File: config.mk
export PLATFORM = sky130hd
export DESIGN_NAME = lsu_dmem_port
export DESIGN_NICKNAME = d
export VERILOG_FILES = /design/src/rtl/lsu_dmem_port.sv
export SDC_FILE = /design/constraint.sdc
export NUM_CORES = 1
export LEC_CHECK = 0
export CAP_MARGIN = 15
export CORE_UTILIZATION = 45
export CTS_CLUSTER_DIAMETER = 40
export DETAILED_ROUTE_END_ITERATION = 16
export PLACE_DENSITY = 0.85
export SYNTH_ARGS = -nofsm -noshare
export SYNTH_HDL_FRONTEND = slang
export SYNTH_SLANG_ARGS = --single-unit
export TNS_END_PERCENT = 100
File: constraint.sdc
create_clock -name clk -period 2.05 [get_ports clk]
set_input_delay 0.3075 -clock clk [delete_from_list [all_inputs] [get_ports clk]]
set_output_delay 0.3075 -clock clk [all_outputs]
set_load 0.02 [all_outputs]
File: src/rtl/lsu_dmem_port.sv
// ---------------------------------------------------------------------------
// lsu_dmem_port
// Load/store unit front end for a single-ported, word-organised data memory.
// Takes one CPU access at a time. It checks the access for alignment and
// range, then performs one of the following:
//   - a word load;
//   - a word store;
//   - a byte/halfword store, done as a read-modify-write of the containing
//     word.
// Sub-word loads are right-aligned and zero- or sign-extended.
//
// Ports
//   clk         rising-edge system clock
//   rst_n       asynchronous active-low reset
//   cpu_req     access request, sampled only while idle
//   cpu_we      1 = store, 0 = load
//   cpu_size    00 byte, 01 halfword, 10 word, 11 reserved (error)
//   cpu_signed  sign-extend sub-word loads
//   cpu_addr    18-bit byte address
//   cpu_wdata   right-aligned store data
//   cpu_rdata   registered load result, held until the next load completes
//   cpu_ack     one-cycle completion pulse
//   cpu_err     error flag, only meaningful with cpu_ack
//   cpu_busy    high whenever a transaction is in flight
//   mem_a       dmem word address (0 when not accessing)
//   mem_rd      dmem combinational read data
//   mem_wd      dmem write data
//   mem_we      dmem write enable, committed on the next rising clk
// ---------------------------------------------------------------------------
module lsu_dmem_port #(
   parameter int unsigned DATA_W = 32,
   parameter int unsigned DEPTH  = 1024
) (
   input  logic              clk,
   input  logic              rst_n,
   input  logic              cpu_req,
   input  logic              cpu_we,
   input  logic [1:0]        cpu_size,
   input  logic              cpu_signed,
   input  logic [17:0]       cpu_addr,
   input  logic [DATA_W-1:0] cpu_wdata,
   output logic [DATA_W-1:0] cpu_rdata,
   output logic              cpu_ack,
   output logic              cpu_err,
   output logic              cpu_busy,
   output logic [15:0]       mem_a,
   input  logic [DATA_W-1:0] mem_rd,
   output logic [DATA_W-1:0] mem_wd,
   output logic              mem_we
);

   localparam logic [2:0] S_IDLE   = 3'd0;
   localparam logic [2:0] S_LOAD   = 3'd1;
   localparam logic [2:0] S_WRITE  = 3'd2;
   localparam logic [2:0] S_RMW_RD = 3'd3;
   localparam logic [2:0] S_RMW_WR = 3'd4;
   localparam logic [2:0] S_RESP   = 3'd5;

   localparam logic [1:0] SZ_BYTE = 2'b00;
   localparam logic [1:0] SZ_HALF = 2'b01;
   localparam logic [1:0] SZ_WORD = 2'b10;

   localparam logic [DATA_W-1:0] BYTE_M = {{(DATA_W-8){1'b0}}, 8'hFF};
   localparam logic [DATA_W-1:0] HALF_M = {{(DATA_W-16){1'b0}}, 16'hFFFF};

   logic [2:0]        state_q, state_d;
   logic [1:0]        size_q;
   logic              signed_q;
   logic [17:0]       addr_q;
   logic [DATA_W-1:0] wdata_q;
   logic              err_q;
   logic [DATA_W-1:0] rmw_q;
   logic [DATA_W-1:0] rdata_q;

   logic              reqErr;
   logic [4:0]        byteShift;
   logic [4:0]        halfShift;
   logic [7:0]        loadByte;
   logic [15:0]       loadHalf;
   logic [DATA_W-1:0] loadVal;
   logic [DATA_W-1:0] laneMask;
   logic [DATA_W-1:0] mergedWd;
   logic              accessState;

   // Error classification is evaluated on the live request inputs.
   // The IDLE->RESP branch must be chosen in the accept cycle itself.
   // The range check is done at 32 bits so that a DEPTH of 65536 still
   // compares correctly.
   always_comb begin
      reqErr = 1'b0;
      if (cpu_size == 2'b11) begin
         reqErr = 1'b1;
      end
      if ((cpu_size == SZ_HALF) && cpu_addr[0]) begin
         reqErr = 1'b1;
      end
      if ((cpu_size == SZ_WORD) && (cpu_addr[1:0] != 2'b00)) begin
         reqErr = 1'b1;
      end
      if ({16'b0, cpu_addr[17:2]} >= DEPTH) begin
         reqErr = 1'b1;
      end
   end

   // Lane selection for loads and read-modify-write merging.
   // Byte lanes are little-endian. A halfword is selected by addr bit 1
   // alone, because only even offsets ever reach the datapath.
   always_comb begin
      byteShift = {addr_q[1:0], 3'b000};
      halfShift = {addr_q[1], 4'b0000};
      loadByte  = mem_rd[byteShift +: 8];
      loadHalf  = mem_rd[halfShift +: 16];
      case (size_q)
         SZ_BYTE: loadVal = {{(DATA_W-8){signed_q & loadByte[7]}}, loadByte};
         SZ_HALF: loadVal = {{(DATA_W-16){signed_q & loadHalf[15]}}, loadHalf};
         default: loadVal = mem_rd;
      endcase
      laneMask = (size_q == SZ_BYTE) ? (BYTE_M << byteShift) : (HALF_M << byteShift);
      mergedWd = (rmw_q & ~laneMask) | ((wdata_q << byteShift) & laneMask);
   end

   // Next-state logic.
   // A request is routed straight to its access path. Word stores skip the
   // read because they overwrite every lane.
   always_comb begin
      state_d = state_q;
      case (state_q)
         S_IDLE: begin
            if (cpu_req) begin
               if (reqErr) begin
                  state_d = S_RESP;
               end else if (!cpu_we) begin
                  state_d = S_LOAD;
               end else if (cpu_size == SZ_WORD) begin
                  state_d = S_WRITE;
               end else begin
                  state_d = S_RMW_RD;
               end
            end
         end
         S_LOAD:   state_d = S_RESP;
         S_WRITE:  state_d = S_RESP;
         S_RMW_RD: state_d = S_RMW_WR;
         S_RMW_WR: state_d = S_RESP;
         S_RESP:   state_d = S_IDLE;
         default:  state_d = S_IDLE;
      endcase
   end

   // State and request registers.
   // The request fields are captured only when idle, so a cpu_req raised
   // while busy has no effect. The load result register only changes at
   // the end of LOAD, so it holds through stores and errors.
   always_ff @(posedge clk or negedge rst_n) begin
      if (!rst_n) begin
         state_q  <= S_IDLE;
         size_q   <= 2'b00;
         signed_q <= 1'b0;
         addr_q   <= '0;
         wdata_q  <= '0;
         err_q    <= 1'b0;
         rmw_q    <= '0;
         rdata_q  <= '0;
      end else begin
         state_q <= state_d;
         if ((state_q == S_IDLE) && cpu_req) begin
            size_q   <= cpu_size;
            signed_q <= cpu_signed;
            addr_q   <= cpu_addr;
            wdata_q  <= cpu_wdata;
            err_q    <= reqErr;
         end
         if (state_q == S_RMW_RD) begin
            rmw_q <= mem_rd;
         end
         if (state_q == S_LOAD) begin
            rdata_q <= loadVal;
         end
      end
   end

   // Outputs are decoded purely from the state register.
   // An asynchronous reset therefore drops mem_we and the other strobes
   // immediately, without waiting for a clock edge.
   always_comb begin
      accessState = (state_q == S_LOAD) || (state_q == S_WRITE) ||
                    (state_q == S_RMW_RD) || (state_q == S_RMW_WR);
      cpu_busy  = (state_q != S_IDLE);
      cpu_ack   = (state_q == S_RESP);
      cpu_err   = (state_q == S_RESP) && err_q;
      cpu_rdata = rdata_q;
      mem_a     = accessState ? addr_q[17:2] : 16'h0000;
      mem_we    = (state_q == S_WRITE) || (state_q == S_RMW_WR);
      mem_wd    = '0;
      if (state_q == S_WRITE) begin
         mem_wd = wdata_q;
      end else if (state_q == S_RMW_WR) begin
         mem_wd = mergedWd;
      end
   end

endmodule

==> Flow_metrics.wiki <==
{| class="wikitable"
! Metric !! Value
|-
| Source of the worst register-to-register timing path || state_q[2]
|-
| Internal Pwr Total || 9.350 mW
|-
| CP arrival || 1.96 ns
|-
| Number of max-cap violations || 0
|-
| Average cell area after synthesis || 11.27 sq um
|-
| Number of DRC violations after detailed routing || 0
|-
| Combinational fraction of design power || 54.0%
|-
| Worst clock skew || 0.006992 ns
|-
| Number of synthesis warnings || 0
|-
| Die Wd || 119.0 um
|-
| Peak ir drop on the vdd network || 0.7785 mV
|-
| Number of nets produced by synthesis || 636
|-
| Library cells used by synthesis || 45
|-
| Largest net degree at the start of global routing || 122
|-
| TritonCTS clock tree || yes
|-
| Number of cells on the worst reg-to-reg path || 6
|-
| 1st-pass router iterations || 5
|-
| Top fanout value on the critical path || 8
|-
| Ratio of total power to cell area || roughly 1700 mW/mm^2
|-
| Startpoint-to-endpoint class of the critical path || reg2out
|-
| Routability cong. || 0.9644
|-
| Final Hold Slack || -0.04635 ns
|-
| Switching power of the nets || 5.936 mW
|-
| Launching element of the worst setup path || addr_q[0]
|-
| Die ar. || 0.01417 sq mm
|-
| Clock latency on the worst-skew pair || 0.42 ns
|-
| H-tree depth reported by CTS || 4
|-
| Measured slew at the worst slew-check pin || 0.6843 ns
|-
| Hold WC Path Type || in2async
|-
| Number of hold violations in the final report || 31
|-
| Floorplan core area || ~0.013 sq mm
|-
| First-pass GRT wire length || 30.81 mm
|-
| Effective utilization at floorplan || approximately 46%
|-
| Area delta synth->final || 48.00%
|-
| Seq/Total Area, Yosys || 49.12%
|-
| Iteration-0 DRC count of the detailed router || between 600 and 700
|-
| Total leakage power || 4.045 nW
|-
| Count of hold buffers inserted by post-cts repair || 0
|-
| Overall global routing resource usage || approximately 29%
|-
| Placement-stage cell area || between 0.008 and 0.009 sq mm
|-
| Clk root buf || sky130_fd_sc_hd__clkbuf_16
|-
| Worst max-slew margin expressed relative to the limit || between 50% and 60%
|-
| EDFF count, synth || 0
|-
| Total Power || 15.29 mW
|-
| Worst reg2reg endpoint || cpu_rdata[2]
|-
| Number of global-route vias before repair || around 5600
|-
| Destination of the critical timing path || mem_wd[21]
|-
| Sw Share || 38.83%
|-
| Predominant post-synthesis flop cell || sky130_fd_sc_hd__dfrtp_1
|-
| Setup repair after global routing missed its margin || true
|-
| Floorplan row count || 42
|-
| Vias after detailed routing || 5498
|-
| Endpoint class of the critical path || primary output
|-
| Number of vias per cell after detailed routing || 5.830
|-
| Number of buffers added by the clock tree synthesis step || 17
|-
| Die height || 119.0 um
|-
| Mapped Area || between 0.006 and 0.007 sq mm
|-
| Port bufs || 172
|-
| Commonest cells after routing, fill and taps aside || 119 x sky130_fd_sc_hd__dfrtp_1, 119 x sky130_fd_sc_hd__clkdlybuf4s50_1, 67 x sky130_fd_sc_hd__mux2_2, 51 x sky130_fd_sc_hd__nand2_1, 45 x sky130_fd_sc_hd__buf_4
|-
| Initial antenna violation count || 0
|-
| Internal reg-to-reg setup slack || 0.14 ns
|-
| # clock sinks || ~120
|-
| Finished Core Util || 68.62%
|-
| IO Count || 173
|-
| Post-synthesis instance total || 547
|-
| Total negative slack || -4.440 ns
|-
| Async S/R FF share, synth || 100.0%
|-
| Final worst path period share || 110.6%
|-
| Total length of routed wires || ~20 mm
|-
| Share of post-route cells with drive strength above 1 || 34.81%
|-
| Total overflow reported by the global router || 0
|-
| Worst setup slack after layout || -0.2178 ns
|-
| CTS clock-pin slew for the worst setup and hold paths || 0.05 ns
|-
| Number of endpoints failing setup at the final stage || 35
|-
| Post-route minimum period || ~2.3 ns
|-
| Part of the power in the clock network || 20.0%
|-
| Max-slew violations || 0
|-
| Result of the run || finished with violations
|-
| Clock buffer depth || 2
|-
| Antenna violation net count after detailed routing || 0
|-
| Placed wire-length estimate after detailed placement || 13.79 mm
|-
| Violated checks || negative hold slack, negative setup slack
|-
| Sequential Power Share || approximately a quarter
|-
| Required time worst endpoint || 1.74 ns
|-
| Final layout net count || 843
|-
| Mean routed wirelength per cell || around 21 um
|-
| Worst Setup Start Kind || flop
|-
| Final Instance Area || 0.009124 sq mm
|-
| Highest clock frequency the design can meet || 440.9 MHz
|-
| Number of antenna diodes || 0
|-
| Number of synthesized register bits || 121
|}
[layer usage]
layer,GRT usage [%],up-vias,part of all wire [%]
met4,12.18,0,3.3
li1,-,2404,-
met2,46.22,295,48
met3,7.615,58,7.9
met1,36.69,2741,40
met5,0,-,0
[how the worst min path moves through the flow]
stage                     slack (ns)  cells past startpoint         end  start
after floorplan                 0.01                      0   addr_q[0]  rst_n
after global routing            0.04                      2  addr_q[15]  rst_n
after detailed placement        0.47                      2  addr_q[11]  rst_n
final                          -0.05                      2  addr_q[10]  rst_n
after CTS                       0.02                      2  addr_q[15]  rst_n
after global placement          0.45                      2  addr_q[10]  rst_n
[synthesized netlist by cell type, types with 2 or more instances]
cell type	count	area share, %
sky130_fd_sc_hd__a221o_1	17	2.8
sky130_fd_sc_hd__nand2_1	51	3.1
sky130_fd_sc_hd__a21oi_1	24	1.9
sky130_fd_sc_hd__nand3_2	3	0.49
sky130_fd_sc_hd__and3_1	9	0.91
sky130_fd_sc_hd__nand2b_1	3	0.30
sky130_fd_sc_hd__nor3b_1	8	0.97
sky130_fd_sc_hd__nor2b_1	2	0.20
sky130_fd_sc_hd__o21a_1	2	0.24
sky130_fd_sc_hd__nor3_1	2	0.16
sky130_fd_sc_hd__o22a_1	8	1.1
sky130_fd_sc_hd__o21ai_0	26	2.1
sky130_fd_sc_hd__a22o_1	12	1.7
sky130_fd_sc_hd__buf_4	3	0.37
sky130_fd_sc_hd__mux2_4	10	2.4
sky130_fd_sc_hd__buf_2	14	1.1
sky130_fd_sc_hd__and2_1	18	1.8
sky130_fd_sc_hd__nand3b_1	4	0.49
sky130_fd_sc_hd__o211ai_1	2	0.24
sky130_fd_sc_hd__mux2_2	74	14
sky130_fd_sc_hd__dfrtp_1	121	49
sky130_fd_sc_hd__inv_1	6	0.37
sky130_fd_sc_hd__clkbuf_1	16	0.97
sky130_fd_sc_hd__mux2_1	4	0.73
sky130_fd_sc_hd__nand3_1	32	2.6
sky130_fd_sc_hd__nor2_1	25	1.5
sky130_fd_sc_hd__mux2i_1	24	3.9
sky130_fd_sc_hd__o221ai_1	6	0.85
sky130_fd_sc_hd__buf_6	5	0.91
[kinds of logic (layout without fill, tap and decap cells)]
logic type / after synthesis / count (layout) / share of synthesized area [%]
xor+xnor: 1 / 1 / 0.1421
compound gates: 102 / 103 / 11.79
buf+inv: 45 / 264 / 4.080
mux: 113 / 113 / 20.95
simple gates: 165 / 165 / 13.92
flops: 121 / 121 / 49.12
[through the flow]
step,cells,worst slack (ns)
3_3_place_gp,902,-0.2599
2_1_floorplan,547,0.06770
3_5_place_dp,902,-0.3827
4_1_cts,940,-0.2056
5_1_grt,943,-0.2651
6_report,943,-0.2178
[flip-flops by register name, indices dropped and copies added, names as in the netlist]
signal	flops
addr_q	18
cpu_rdata	32
err_q	1
rmw_q	32
signed_q	1
size_q	2
state_q	3
wdata_q	32
[final cells by class]
type,count,area (sq um)
tap,176,220.2
timing repair buffer,226,2176
fill,937,4172
inverter,6,22.52
clock buffer,17,425.4
multi-input combinational,382,3072
clock inverter,15,177.7
sequential,121,3030
[worst max-delay path, cell delays in order (launching register included)]
cell                      delay [ns]
sky130_fd_sc_hd__dfrtp_2        0.49
sky130_fd_sc_hd__nor2b_2        0.15
sky130_fd_sc_hd__buf_6          0.17
sky130_fd_sc_hd__mux2_4         0.32
sky130_fd_sc_hd__mux2i_1        0.17
sky130_fd_sc_hd__o21ai_1        0.08
sky130_fd_sc_hd__buf_2          0.16
[power groups by stage]
stage	combinational (mW)	clock [mW]	sequential, mW
4_1_cts	7.53	3.08	3.92
3_5_place_dp	7.36	0	3.93
3_3_place_gp	7.18	0	3.87
5_1_grt	8.70	3.20	4.07
2_1_floorplan	4.01	0	4.09
6_report	8.25	3.06	3.98
[timing repair]
action	CTS	global route
resized for setup	263	66
pin swaps	8	19
gates cloned	2	0
buffers inserted	5	3
setup endpoints to repair	52	50
Power figures use the tool's default switching activity.
